===== config.mk =====
export PLATFORM = sky130hd
export DESIGN_NAME = wb_queue
export DESIGN_NICKNAME = d
export VERILOG_FILES = /design/src/rtl/wb_queue.sv
export SDC_FILE = /design/constraint.sdc
export NUM_CORES = 1
export LEC_CHECK = 0
export ABC_AREA = 1
export CORE_ASPECT_RATIO = 0.75
export CORE_MARGIN = 10
export CORE_UTILIZATION = 45
export CTS_CLUSTER_SIZE = 25
export DETAILED_ROUTE_END_ITERATION = 6
export PLACE_DENSITY_LB_ADDON = 0.1
export SLEW_MARGIN = 20
export SYNTH_ARGS = -nofsm -noshare
export SYNTH_HDL_FRONTEND = slang
export SYNTH_SLANG_ARGS = --single-unit

===== constraint.sdc =====
create_clock -name clk -period 2.58 [get_ports clk]
set_clock_uncertainty 0.15 [all_clocks]
set_input_delay 0.516 -clock clk [delete_from_list [all_inputs] [get_ports clk]]
set_output_delay 0.516 -clock clk [all_outputs]
set_load 0.1 [all_outputs]

===== src/rtl/wb_queue.sv =====
// wb_queue: write-back stage between the result producers and the register file.
// NCH request channels are round-robin arbitrated one per cycle into a DEPTH-entry
// in-order write buffer. The buffer drains to one register-file write port.
// A combinational bypass lookup exposes buffered results to forwarding logic.
//
// Handshake: a channel transfer happens on a cycle where ch_valid_i[i] & ch_ready_o[i]
// are both high. Only the granted channel can see ready high. A requester holds its
// address and data stable until that transfer. On the drain side the head entry
// leaves when rd_we_o & rf_ready_i are both high.
module wb_queue #(
    parameter int NCH   = 2,
    parameter int DEPTH = 4,
    parameter int XLEN  = 32,
    parameter int AW    = 5
) (
    input  logic                         clk,
    input  logic                         rst_n,
    input  logic [NCH-1:0]               ch_valid_i,
    input  logic [NCH*AW-1:0]            ch_waddr_i,
    input  logic [NCH*XLEN-1:0]          ch_data_i,
    output logic [NCH-1:0]               ch_ready_o,
    output logic                         rd_we_o,
    output logic [AW-1:0]                rd_waddr_o,
    output logic [XLEN-1:0]              rd_data_o,
    input  logic                         rf_ready_i,
    input  logic [AW-1:0]                byp_raddr_i,
    output logic                         byp_hit_o,
    output logic [XLEN-1:0]              byp_data_o,
    output logic [$clog2(DEPTH+1)-1:0]   count_o
);

    localparam int CW = $clog2(DEPTH + 1);
    localparam int PW = $clog2(DEPTH);
    localparam int GW = (NCH > 1) ? $clog2(NCH) : 1;

    // Buffer storage and pointers
    logic [AW-1:0]   addr_q [DEPTH];
    logic [XLEN-1:0] data_q [DEPTH];
    logic [PW-1:0]   head_q, head_d;
    logic [PW-1:0]   tail_q, tail_d;
    logic [CW-1:0]   count_q, count_d;
    logic [GW-1:0]   last_grant_q, last_grant_d;

    // Unpacked per-channel views of the flat request buses
    logic [AW-1:0]   ch_waddr_a [NCH];
    logic [XLEN-1:0] ch_data_a  [NCH];

    for (genvar g = 0; g < NCH; g++) begin : g_unpack
        assign ch_waddr_a[g] = ch_waddr_i[g*AW +: AW];
        assign ch_data_a[g]  = ch_data_i[g*XLEN +: XLEN];
    end

    // Arbitration and handshake signals
    logic            grant_valid;
    logic [GW-1:0]   grant_idx;
    logic [AW-1:0]   grant_addr;
    logic [XLEN-1:0] grant_data;
    logic            grant_ready;
    logic            empty, full, pop, push;
    int              cand;

    assign empty = (count_q == '0);
    assign full  = (count_q == CW'(DEPTH));
    assign pop   = !empty && rf_ready_i;

    // Round-robin pick: first valid channel strictly after last_grant, wrapping
    always_comb begin
        grant_valid = 1'b0;
        grant_idx   = '0;
        cand        = 0;
        for (int i = 1; i <= NCH; i++) begin
            cand = int'(last_grant_q) + i;
            if (cand >= NCH) cand = cand - NCH;
            if (!grant_valid && ch_valid_i[GW'(cand)]) begin
                grant_valid = 1'b1;
                grant_idx   = GW'(cand);
            end
        end
    end

    assign grant_addr = ch_waddr_a[grant_idx];
    assign grant_data = ch_data_a[grant_idx];

    // x0 writes are always accepted because they never occupy a slot.
    // A pop on the same edge frees a slot, so a full buffer can still accept.
    assign grant_ready = grant_valid && ((grant_addr == '0) || !full || pop);
    assign push        = grant_ready && (grant_addr != '0);
    assign ch_ready_o  = grant_ready ? (NCH'(1) << grant_idx) : '0;

    // Next-state computation for pointers, occupancy and arbitration history
    always_comb begin
        head_d       = pop  ? head_q + PW'(1) : head_q;
        tail_d       = push ? tail_q + PW'(1) : tail_q;
        count_d      = count_q;
        if (push && !pop) count_d = count_q + CW'(1);
        if (pop && !push) count_d = count_q - CW'(1);
        last_grant_d = grant_ready ? grant_idx : last_grant_q;
    end

    // State registers; reset drops every buffered entry
    always_ff @(posedge clk or negedge rst_n) begin
        if (!rst_n) begin
            head_q       <= '0;
            tail_q       <= '0;
            count_q      <= '0;
            last_grant_q <= GW'(NCH - 1);
            for (int i = 0; i < DEPTH; i++) begin
                addr_q[i] <= '0;
                data_q[i] <= '0;
            end
        end else begin
            head_q       <= head_d;
            tail_q       <= tail_d;
            count_q      <= count_d;
            last_grant_q <= last_grant_d;
            if (push) begin
                addr_q[tail_q] <= grant_addr;
                data_q[tail_q] <= grant_data;
            end
        end
    end

    // Drain port is driven purely from registered state
    assign rd_we_o    = !empty;
    assign rd_waddr_o = empty ? '0 : addr_q[head_q];
    assign rd_data_o  = empty ? '0 : data_q[head_q];
    assign count_o    = count_q;

    logic [PW-1:0] slot;

    // Bypass scan from oldest to youngest so the youngest match wins
    always_comb begin
        byp_hit_o  = 1'b0;
        byp_data_o = '0;
        slot       = '0;
        for (int i = 0; i < DEPTH; i++) begin
            slot = head_q + PW'(i);
            if ((CW'(i) < count_q) && (addr_q[slot] == byp_raddr_i) && (byp_raddr_i != '0)) begin
                byp_hit_o  = 1'b1;
                byp_data_o = data_q[slot];
            end
        end
    end

endmodule


**Yosys cells after proc, flatten, opt, wreduce, memory -nomap -nowiden**

Index checks and enable logic that the tools add are counted.

- Register bits after elaboration: 156
- Input bits: 84
- Output and inout bits: 76
- Logic and storage cells: 135

- Add/subtract/negate cells: 10
- Magnitude comparators: 15
- Eq/ne operators: 5
- Shift operators: 1
- Muxes and demuxes: 59
- Bitwise logic cells: 6
- Reduce and logical (&&, ||, !) cells: 27

Operators by type and width:

| kind | count |
|---|---|
| 32-bit 2-to-1 mux | 17 |
| 32-bit binary-select mux with 2-bit select | 4 |
| 128-bit bitwise mux | 1 |
| 5-bit 2-to-1 mux | 13 |
| 32-bit demux with 2-bit select | 1 |
| 5-bit binary-select mux with 2-bit select | 4 |
| 20-bit bitwise mux | 1 |
| 5-bit equality test | 4 |
| 3-bit >= comparator, second input constant | 5 |
| 1-bit logical AND | 15 |
| 2-bit NOT with 3-bit output | 5 |
| 1-bit 2-to-1 mux | 14 |
| 5-bit demux with 2-bit select | 1 |
| 5-bit nonzero test | 2 |
| 1-bit by 3-bit < comparator with 1-bit output, first input constant | 2 |
| 1-bit by 3-bit < comparator with 1-bit output, second input constant | 2 |
| 2-bit by 3-bit < comparator with 1-bit output, first input constant | 2 |
| 3-bit 2-to-1 mux | 2 |
| 1-bit logical NOT | 5 |
| 5-bit logical NOT | 1 |
| 2-bit by 1-bit adder with 2-bit output, second input constant | 2 |
| 2-bit adder, second input constant | 2 |
| 2-bit >= comparator, second input constant | 2 |
| 1-bit by 2-bit adder with 3-bit output, second input constant | 1 |
| other kinds (13) | 15 |

**Logic depth before layout (Yosys ltp)**

Gate-level depths: netlist of the first run.

- Depth after elaboration: 22
- Depth in mapped cells: 18
- Depth with buffers taken out: 14

**Worst setup path after synthesis of the first run**

No wires, ideal clock.

- Path type: register -> output
- Start: register count_q[0] (netlist: count_o[0])
- End: output ch_ready_o[0]
- Arrival: 3.978 ns
- Data required time: 1.914 ns
- Slack: -2.064 ns
- Stages on the path, launching flop included: 8
- Buffers on the path: 0
- Cell sequence: dfrtp_1 inv_1 ha_1 nand2_1 inv_1 nor2_1 o21ai_0 nor2_1

- Cells in the longest elaborated chain, start to end: 6
- Elaborated cells on any way between the ends: 9
- Those cells by class: 1 x eq/ne; 1 x mux; 7 x reduce/logical

Ends and longest elaborated chain:

| item | line | RTL |
|---|---|---|
| from (decl) | 41 | `logic [CW-1:0] count_q, count_d;` |
| from (signal assigned) | 114 | `count_q <= count_d;` |
| 3-bit logical NOT | 62 | `assign empty = (count_q == '0);` |
| 1-bit logical NOT | -- |  |
| via rd_we_o | 22 | `output logic rd_we_o,` |
| 1-bit logical AND | 64 | `assign pop = !empty && rf_ready_i;` |
| via pop | 59 | `logic empty, full, pop, push;` |
| 1-bit logical OR | 86 | `assign grant_ready = grant_valid && ((grant_addr == '0) \|\| !full \|\| pop);` |
| 1-bit logical AND | 86 |  |
| 2-bit 2-to-1 mux | 88 | `assign ch_ready_o = grant_ready ? (NCH'(1) << grant_idx) : '0;` |
| to (decl) | 21 | `output logic [NCH-1:0] ch_ready_o,` |

The timed path passes the listed nets, and every way through them passes these cells.

**Worst setup path after layout of the first run**

- Start: register head_q[0]
- End: output byp_data_o[22]

- Cells in the longest elaborated chain, start to end: 11
- Elaborated cells on any way between the ends: 47
- Those cells by class: 3 x add/sub; 4 x eq/ne; 28 x mux; 4 x bitwise; 8 x reduce/logical

Ends and longest elaborated chain:

| item | line | RTL |
|---|---|---|
| from (decl) | 39 | `logic [PW-1:0] head_q, head_d;` |
| from (signal assigned) | 103 | `head_q <= '0;` |
| from (signal assigned) | 112 | `head_q <= head_d;` |
| 2-bit by 1-bit adder with 2-bit output / 2-bit NOT with 3-bit output (equally long branches) | 137, 138, 140 |  |
| 2-bit NOT with 3-bit output (implied by the code) / 5-bit binary-select mux with 2-bit select (equally long branches) | 138, 140 |  |
| 5-bit binary-select mux with 2-bit select / 5-bit 2-to-1 mux (equally long branches) | 138 | `if ((CW'(i) < count_q) && (addr_q[slot] == byp_raddr_i) && (byp_raddr_i != '0)) begin` |
| 5-bit 2-to-1 mux (implied by the code) | 138 |  |
| 5-bit 2-to-1 mux (implied by the code) / 5-bit equality test (equally long branches) | 138 |  |
| 5-bit equality test / 1-bit logical AND (equally long branches) | 138 |  |
| 1-bit logical AND | 138 |  |
| 1-bit logical AND / 32-bit 2-to-1 mux (equally long branches) | 138 |  |
| 32-bit 2-to-1 mux (2 in a row) | 138 |  |
| 32-bit 2-to-1 mux * | 138 |  |
| to (decl) | 28 | `output logic [XLEN-1:0] byp_data_o,` |

Mark *: on every way between the ends. The rest lies on a longest branch, timed or not. The select of a mux whose other input is x is not followed.

==> impl_metrics.tcl, run 1 <==
set metrics [dict create \
    run_status "finished with violations" \
    violations "setup timing" \
    grt_pass1_wl_mm 76.9 \
    grt-ovfl-total 0 \
    pin_count 160 \
    drv_cap 0 \
    die_h_um 162 \
    clkTransAtPathRegs_ns 0.07 \
    rsz0062_at_grt "true" \
    crit_path_cell_trace "buf_4 -> clkbuf_16 -> o21ai_1 -> nand2_1 -> nand3_1 -> nand2_1 -> nor2_2 -> nand3_4 -> buf_12 -> clkbuf_16 -> nor2_1 -> nor2_1 -> nand2_1 -> nand2_2 -> nand2_8 -> buf_12" \
    min_period_over_period_pct 140 \
    path_common_cell "nand2_1" \
    clock-sinks 156 \
    final_util_pct 73.5 \
    place_congestion 0.905 \
    synth_edf_count 0 \
    min-delay-start "last_grant_q" \
    worstPathMaxFanout 8 \
    h-tree-depth 4 \
    reg2reg_depth 17 \
    slew_headroom_pct 39.9 \
    die_w_um 209 \
    setup_slack_ns -1.02 \
    crit_type "flop to primary output" \
    grt_pass1_vias 13800 \
    drt_iter0_drc 1766 \
    synth_area_um2 12000 \
    first_pass_iters 6 \
    clock_latency_ns 0.44 \
    vias 14600 \
    grt_max_degree 82 \
    r2r-start "last_grant_q" \
    dieArea_um2 33800 \
    timing.rr.end "addr_q[10]" \
    critPathMaxStageDelay_ns 0.57 \
    synth-seq-cells 156 \
    yosysUniqueCellTypes 35 \
    stdcell_count 2597 \
    numCtsBuffers 17 \
    fmax_mhz 277 \
    report.final.hold_viol_count 0 \
    placedCellCount 2481 \
    yosys_most_used_dff "dfrtp_1" \
    root_buffer "clkbuf_16" \
    start_util_pct 46.0 \
    hpwl_mm 28.1 \
    hold_path_class "flop to flop" \
    tightestPinTransition_ns 0.899 \
    antenna_cells 0 \
    start_kind "flop" \
    rows 51 \
    antenna_found_initial 1 \
    slowest_stage "dfrtp_4" \
    drv_slew 0 \
    drc_errors 0 \
    tns_ns -52.03 \
    reg2reg_slack_ns -0.09 \
    drive_gt1_share_pct 30.0 \
    syn-num-nets 2063 \
    cts_tree "done" \
    required_ns 1.91 \
    finalNetCount 2333 \
    syn2layout_area_growth_pct 59.6 \
    grt_use_total_pct 28.2 \
    setup_viol 74 \
    routed_wl_mm 52.6 \
    wl_per_cell_um 20.3 \
    avgViaCountPerCell 5.63 \
    whs_path_depth 2 \
    portBuffers 158 \
    avgSynthCellArea_um2 6.12 \
    async_flop_share_pct 100 \
    fillers 1942 \
    yosys_warnings 0 \
    period_needed_ns 3.60 \
    ant_nets 0 \
    critPathCaptureType "primary output" \
    cp_data_arrival_time_ns 2.94 \
    cts_buffer_depth 2 \
    core-area_um2 26200 \
    ys_seq_area_share_pct 32.4 \
    postSynthCellCount 1970 \
    min_to "last_grant_q" \
]
-- area by class of cell --
class	count	area [um2]	area share, %
clock buffers	17	425	2.21
clock inverters	15	155	0.807
inverters	200	773	4.02
multi-input cells	1490	8460	44.0
flip-flops and latches	156	3920	20.4
well taps	344	430	2.24
repair buffers	375	5050	26.3
-- worst max-delay path, delay by kind of cell (launching register included) --
family | cells | cell delay (ns)
buffers and inverters | 5 | 0.85
DFF | 1 | 0.57
AOI/OAI and AO/OA | 1 | 0.15
and+or+nand+nor | 10 | 0.89
-- sequential cells by signal, summed over array words and instances, names as in the netlist --
name	flops
last_grant_q	1
tail_q	2
count_o	3
addr_q	20
head_q	2
data_q	128
-- metrics by stage --
step                      setup slack (ns)  hold WS (ns)  instance area [um2]
after global placement              -0.646         0.336                16400
after detailed placement            -0.671         0.346                16400
after global routing                 -1.13         0.379                19200
final                                -1.02         0.352                19200
after CTS                           -0.915         0.356                18100
after floorplan                    -0.0544        0.0704                13100
-- synth_stat cells, types with 2 or more instances --
library cell / instances / area [um2]
a21oi_1: 2 / 10.0
buf_1: 9 / 33.8
buf_2: 53 / 265
buf_4: 12 / 90.1
buf_6: 13 / 146
clkbuf_1: 42 / 158
dfrtp_1: 155 / 3880
ha_1: 9 / 113
inv_1: 197 / 739
inv_2: 2 / 7.51
mux2_2: 32 / 360
nand2_1: 731 / 2740
nand2_2: 3 / 18.8
nand3_1: 43 / 215
nand3_2: 2 / 20.0
nand3b_1: 10 / 75.1
nor2_1: 210 / 788
nor2_2: 3 / 18.8
nor2_4: 3 / 33.8
nor2_8: 2 / 40.0
o21a_1: 3 / 22.5
o21ai_0: 316 / 1580
o21ai_1: 100 / 500
o21ai_2: 2 / 17.5
xnor2_1: 2 / 17.5
xor2_1: 5 / 43.8
-- layer usage --
layer	global-route usage (%)	vias to the layer above	share of wire (%)
li1	-	6728	-
met1	35.2	6854	38
met2	46.3	839	46
met3	7.00	189	12
met4	10.2	2	3.8
met5	0	-	0.025
-- cell families (layout without fill, tap and decap cells) --
| group | Yosys count | after routing | synth area share (%) |
|---|---|---|---|
| compound gates | 424 | 424 | 17.8 |
| xor+xnor | 7 | 7 | 0.509 |
| fa+ha+maj | 9 | 9 | 0.935 |
| buf+inv | 330 | 607 | 12.1 |
| flops | 156 | 156 | 32.4 |
| mux | 32 | 32 | 2.99 |
| simple gates | 1012 | 1018 | 33.3 |
-- how the worst max path moves through the flow --
stage	depth (start not counted)	to	start
after floorplan	15	byp_data_o[16]	count_o[1]
after detailed placement	15	byp_data_o[27]	byp_raddr_i[2]
after global placement	15	byp_data_o[29]	byp_raddr_i[3]
after CTS	15	byp_data_o[29]	head_q[0]
after global routing	18	byp_data_o[22]	head_q[0]
final	16	byp_data_o[22]	head_q[0]
-- cells in the final DEF, fill, tap and decap left out, types with 2 or more instances in the layout --
cell type        synthesis  routed
buf_12                   0     102
buf_16                   0      17
buf_4                   12     139
buf_6                   13      15
buf_8                    0       4
bufbuf_16                0       7
clkbuf_16                0      26
clkdlybuf4s50_1          0      80
clkinv_4                 0       5
dfrtp_1                155     150
dfrtp_4                  0       4
ha_1                     9       8
inv_1                  197     190
inv_2                    2       5
inv_4                    1       4
inv_6                    0       4
inv_8                    0       3
mux2_2                  32      32
nand2_1                731     601
nand2_2                  3      82
nand2_4                  1      17
nand2_8                  0      37
nand3_1                 43      29
nand3_2                  2      13
nand3_4                  0       3
nand3b_1                10      10
nor2_1                 210     131
nor2_2                   3      37
nor2_4                   3      52
nor2_8                   2       2
o21a_1                   3       3
o21ai_0                316     236
o21ai_1                100     127
o21ai_2                  2      47
o21ai_4                  0       8
xnor2_1                  2       2
xor2_1                   5       5
-- what timing repair did --
action | CTS | global route
endpoints found under the hold margin | 48 | 0
gates cloned | 26 | 12
setup buffers | 30 | 17
pin swaps | 14 | 36
endpoints found under the setup margin | 145 | 170
resized for setup | 135 | 216
hold buffers | 1 | 0
Power of run 1 is not shown: default switching activity piles up to over one toggle a cycle in this logic, so the estimate is an artifact.
==> inputs of run 2 (changes only) <==
Settings changed: DONT_BUFFER_PORTS from default to 1, RECOVER_POWER from default to 100.
==> run 2 against run 1 <==
Against the previous run:
- the flow finishes with violations (hold timing, setup timing)
- register-to-register slack better by 0.13 ns
- die area stayed put
- cell area decreased by 4.5%
- via count shrank 3.6%
- flip-flop and latch count unchanged
- critical path depth fell by 2
- sequential share of layout area up 0.96 points
- global-route usage fell by 0.12 points
- cell count decreased by 5.1%
==> impl_metrics.tcl, run 2 (synthesized netlist as in run 1, its figures left out) <==
set metrics [dict create \
    avgViaCountPerCell 5.71 \
    reg2reg_slack_ns 0.04 \
    pin_count 160 \
    drv_cap 0 \
    root_buffer "clkbuf_16" \
    placed_area_um2 14600 \
    grt_pass1_wl_mm 75.7 \
    placedCellCount 2339 \
    stdcell_area_um2 18400 \
    setup_slack_ns -0.875 \
    die_h_um 162 \
    violations "hold timing, setup timing" \
    numCtsBuffers 17 \
    clock-sinks 156 \
    routed_wl_mm 51.7 \
    fillers 2067 \
    critPathMaxStageDelay_ns 0.47 \
    clock_latency_ns 0.43 \
    wl_per_cell_um 21.0 \
    hold_path_class "input pin to asynchronous set/reset pin" \
    antenna_found_initial 0 \
    drv_slew 0 \
    grt-ovfl-total 0 \
    final.hold.worst_slack_ns -0.380 \
    dieArea_um2 33800 \
    syn2layout_area_growth_pct 52.4 \
    run_status "finished with violations" \
    grt_max_degree 157 \
    setup_viol 69 \
    finalNetCount 2201 \
    cp_data_arrival_time_ns 2.79 \
    tightestPinTransition_ns 0.907 \
    rsz0062_at_grt "true" \
    crit_type "flop to primary output" \
    path_common_cell "nand2_8" \
    ant_nets 0 \
    report.final.hold_viol_count 156 \
    first_pass_iters 7 \
    drt_iter0_drc 1244 \
    clkTransAtPathRegs_ns 0.07 \
    final_cell_mix "569 x nand2_1, 225 x o21ai_0, 192 x inv_1, 150 x dfrtp_1, 121 x nor2_1" \
    hpwl_mm 25.2 \
    die_w_um 209 \
    drc_errors 0 \
    antenna_cells 0 \
    stdcell_count 2465 \
    rows 51 \
    crit_path_cell_trace "buf_6 -> clkinv_8 -> nand2_8 -> nand2_8 -> buf_6 -> o21ai_2 -> xor2_1 -> nand3b_1 -> nor2_4 -> buf_4 -> buf_12 -> nor2_1 -> nand2_2 -> nand2_8" \
    portBuffers 0 \
    grt_pass1_vias 13400 \
    cts_buffer_depth 2 \
    start_kind "flop" \
    start_util_pct 46.0 \
    regMostFlops "data_q" \
    required_ns 1.91 \
    critPathCaptureType "primary output" \
    fmax_mhz 289 \
    period_needed_ns 3.45 \
    cts_tree "done" \
    grt_use_total_pct 28.1 \
    final_common_cell "nand2_1" \
    largest_reg_flops 128 \
    place_congestion 0.919 \
    final_util_pct 70.2 \
    min_period_over_period_pct 134 \
    drive_gt1_share_pct 33.8 \
    slowest_stage "dfrtp_4" \
    slew_headroom_pct 39.4 \
    cpLargestDelayFamily "simple AND/OR/NAND/NOR gates" \
    h-tree-depth 4 \
    critPathBufInv 5 \
    core-area_um2 26200 \
    worstPathMaxFanout 16 \
    vias 14100 \
]
-- run 2: cell count changes in the layout (fill, tap and decap cells not counted), sizes merged, moves of 5 or more --
cell / delta
inv: -6
clkdlybuf4s50: -80
bufinv: +5
buf: -40
bufbuf: -7
clkinv: -5
-- run 2: final cells by class --
type	count	area (um2)	area share, %
Sequential cell	156	3920	21.4
Clock buffer	21	450	2.45
Timing Repair inverter	1	11.3	0.0613
Timing Repair Buffer	243	3540	19.3
Tap cell	344	430	2.34
Inverter	200	773	4.21
Clock inverter	11	215	1.17
Multi-Input combinational cell	1489	9010	49.1
-- run 2: worst paths after layout --
check                         startpoint        endpoint  cells past startpoint
setup / recovery               head_q[0]  byp_data_o[22]                     14
hold / removal                     rst_n      addr_q[10]                      0
setup reg to reg            last_grant_q       addr_q[9]                     13
hold reg to reg             last_grant_q    last_grant_q                      2
max in group asynchronous          rst_n    last_grant_q                      0
min in group clk           ch_valid_i[0]    last_grant_q                      2
-- run 2: routing by layer --
metal	track usage (%)	wire [um]	up-vias
li1	-	-	6482
met2	46.2	23500	773
met1	35.4	20800	6669
met4	10.4	1990	0
met3	6.11	5310	157
met5	0	0	-
-- run 2: stage by stage --
step / setup WS, ns / TNS [ns]
after global routing: -1.00 / -50.78
after floorplan: -0.0544 / -2.80
after global placement: -0.451 / -17.29
after detailed placement: -0.441 / -20.54
final: -0.875 / -44.23
after CTS: -0.807 / -39.23
-- run 2: timing repair --
action,CTS,global route
setup buffers,36,24
pin swaps,77,124
endpoints found under the setup margin,158,104
gates resized for setup,324,219
hold endpoints to repair,156,156
gates cloned,39,7
Power of run 2 is left out for the same reason.
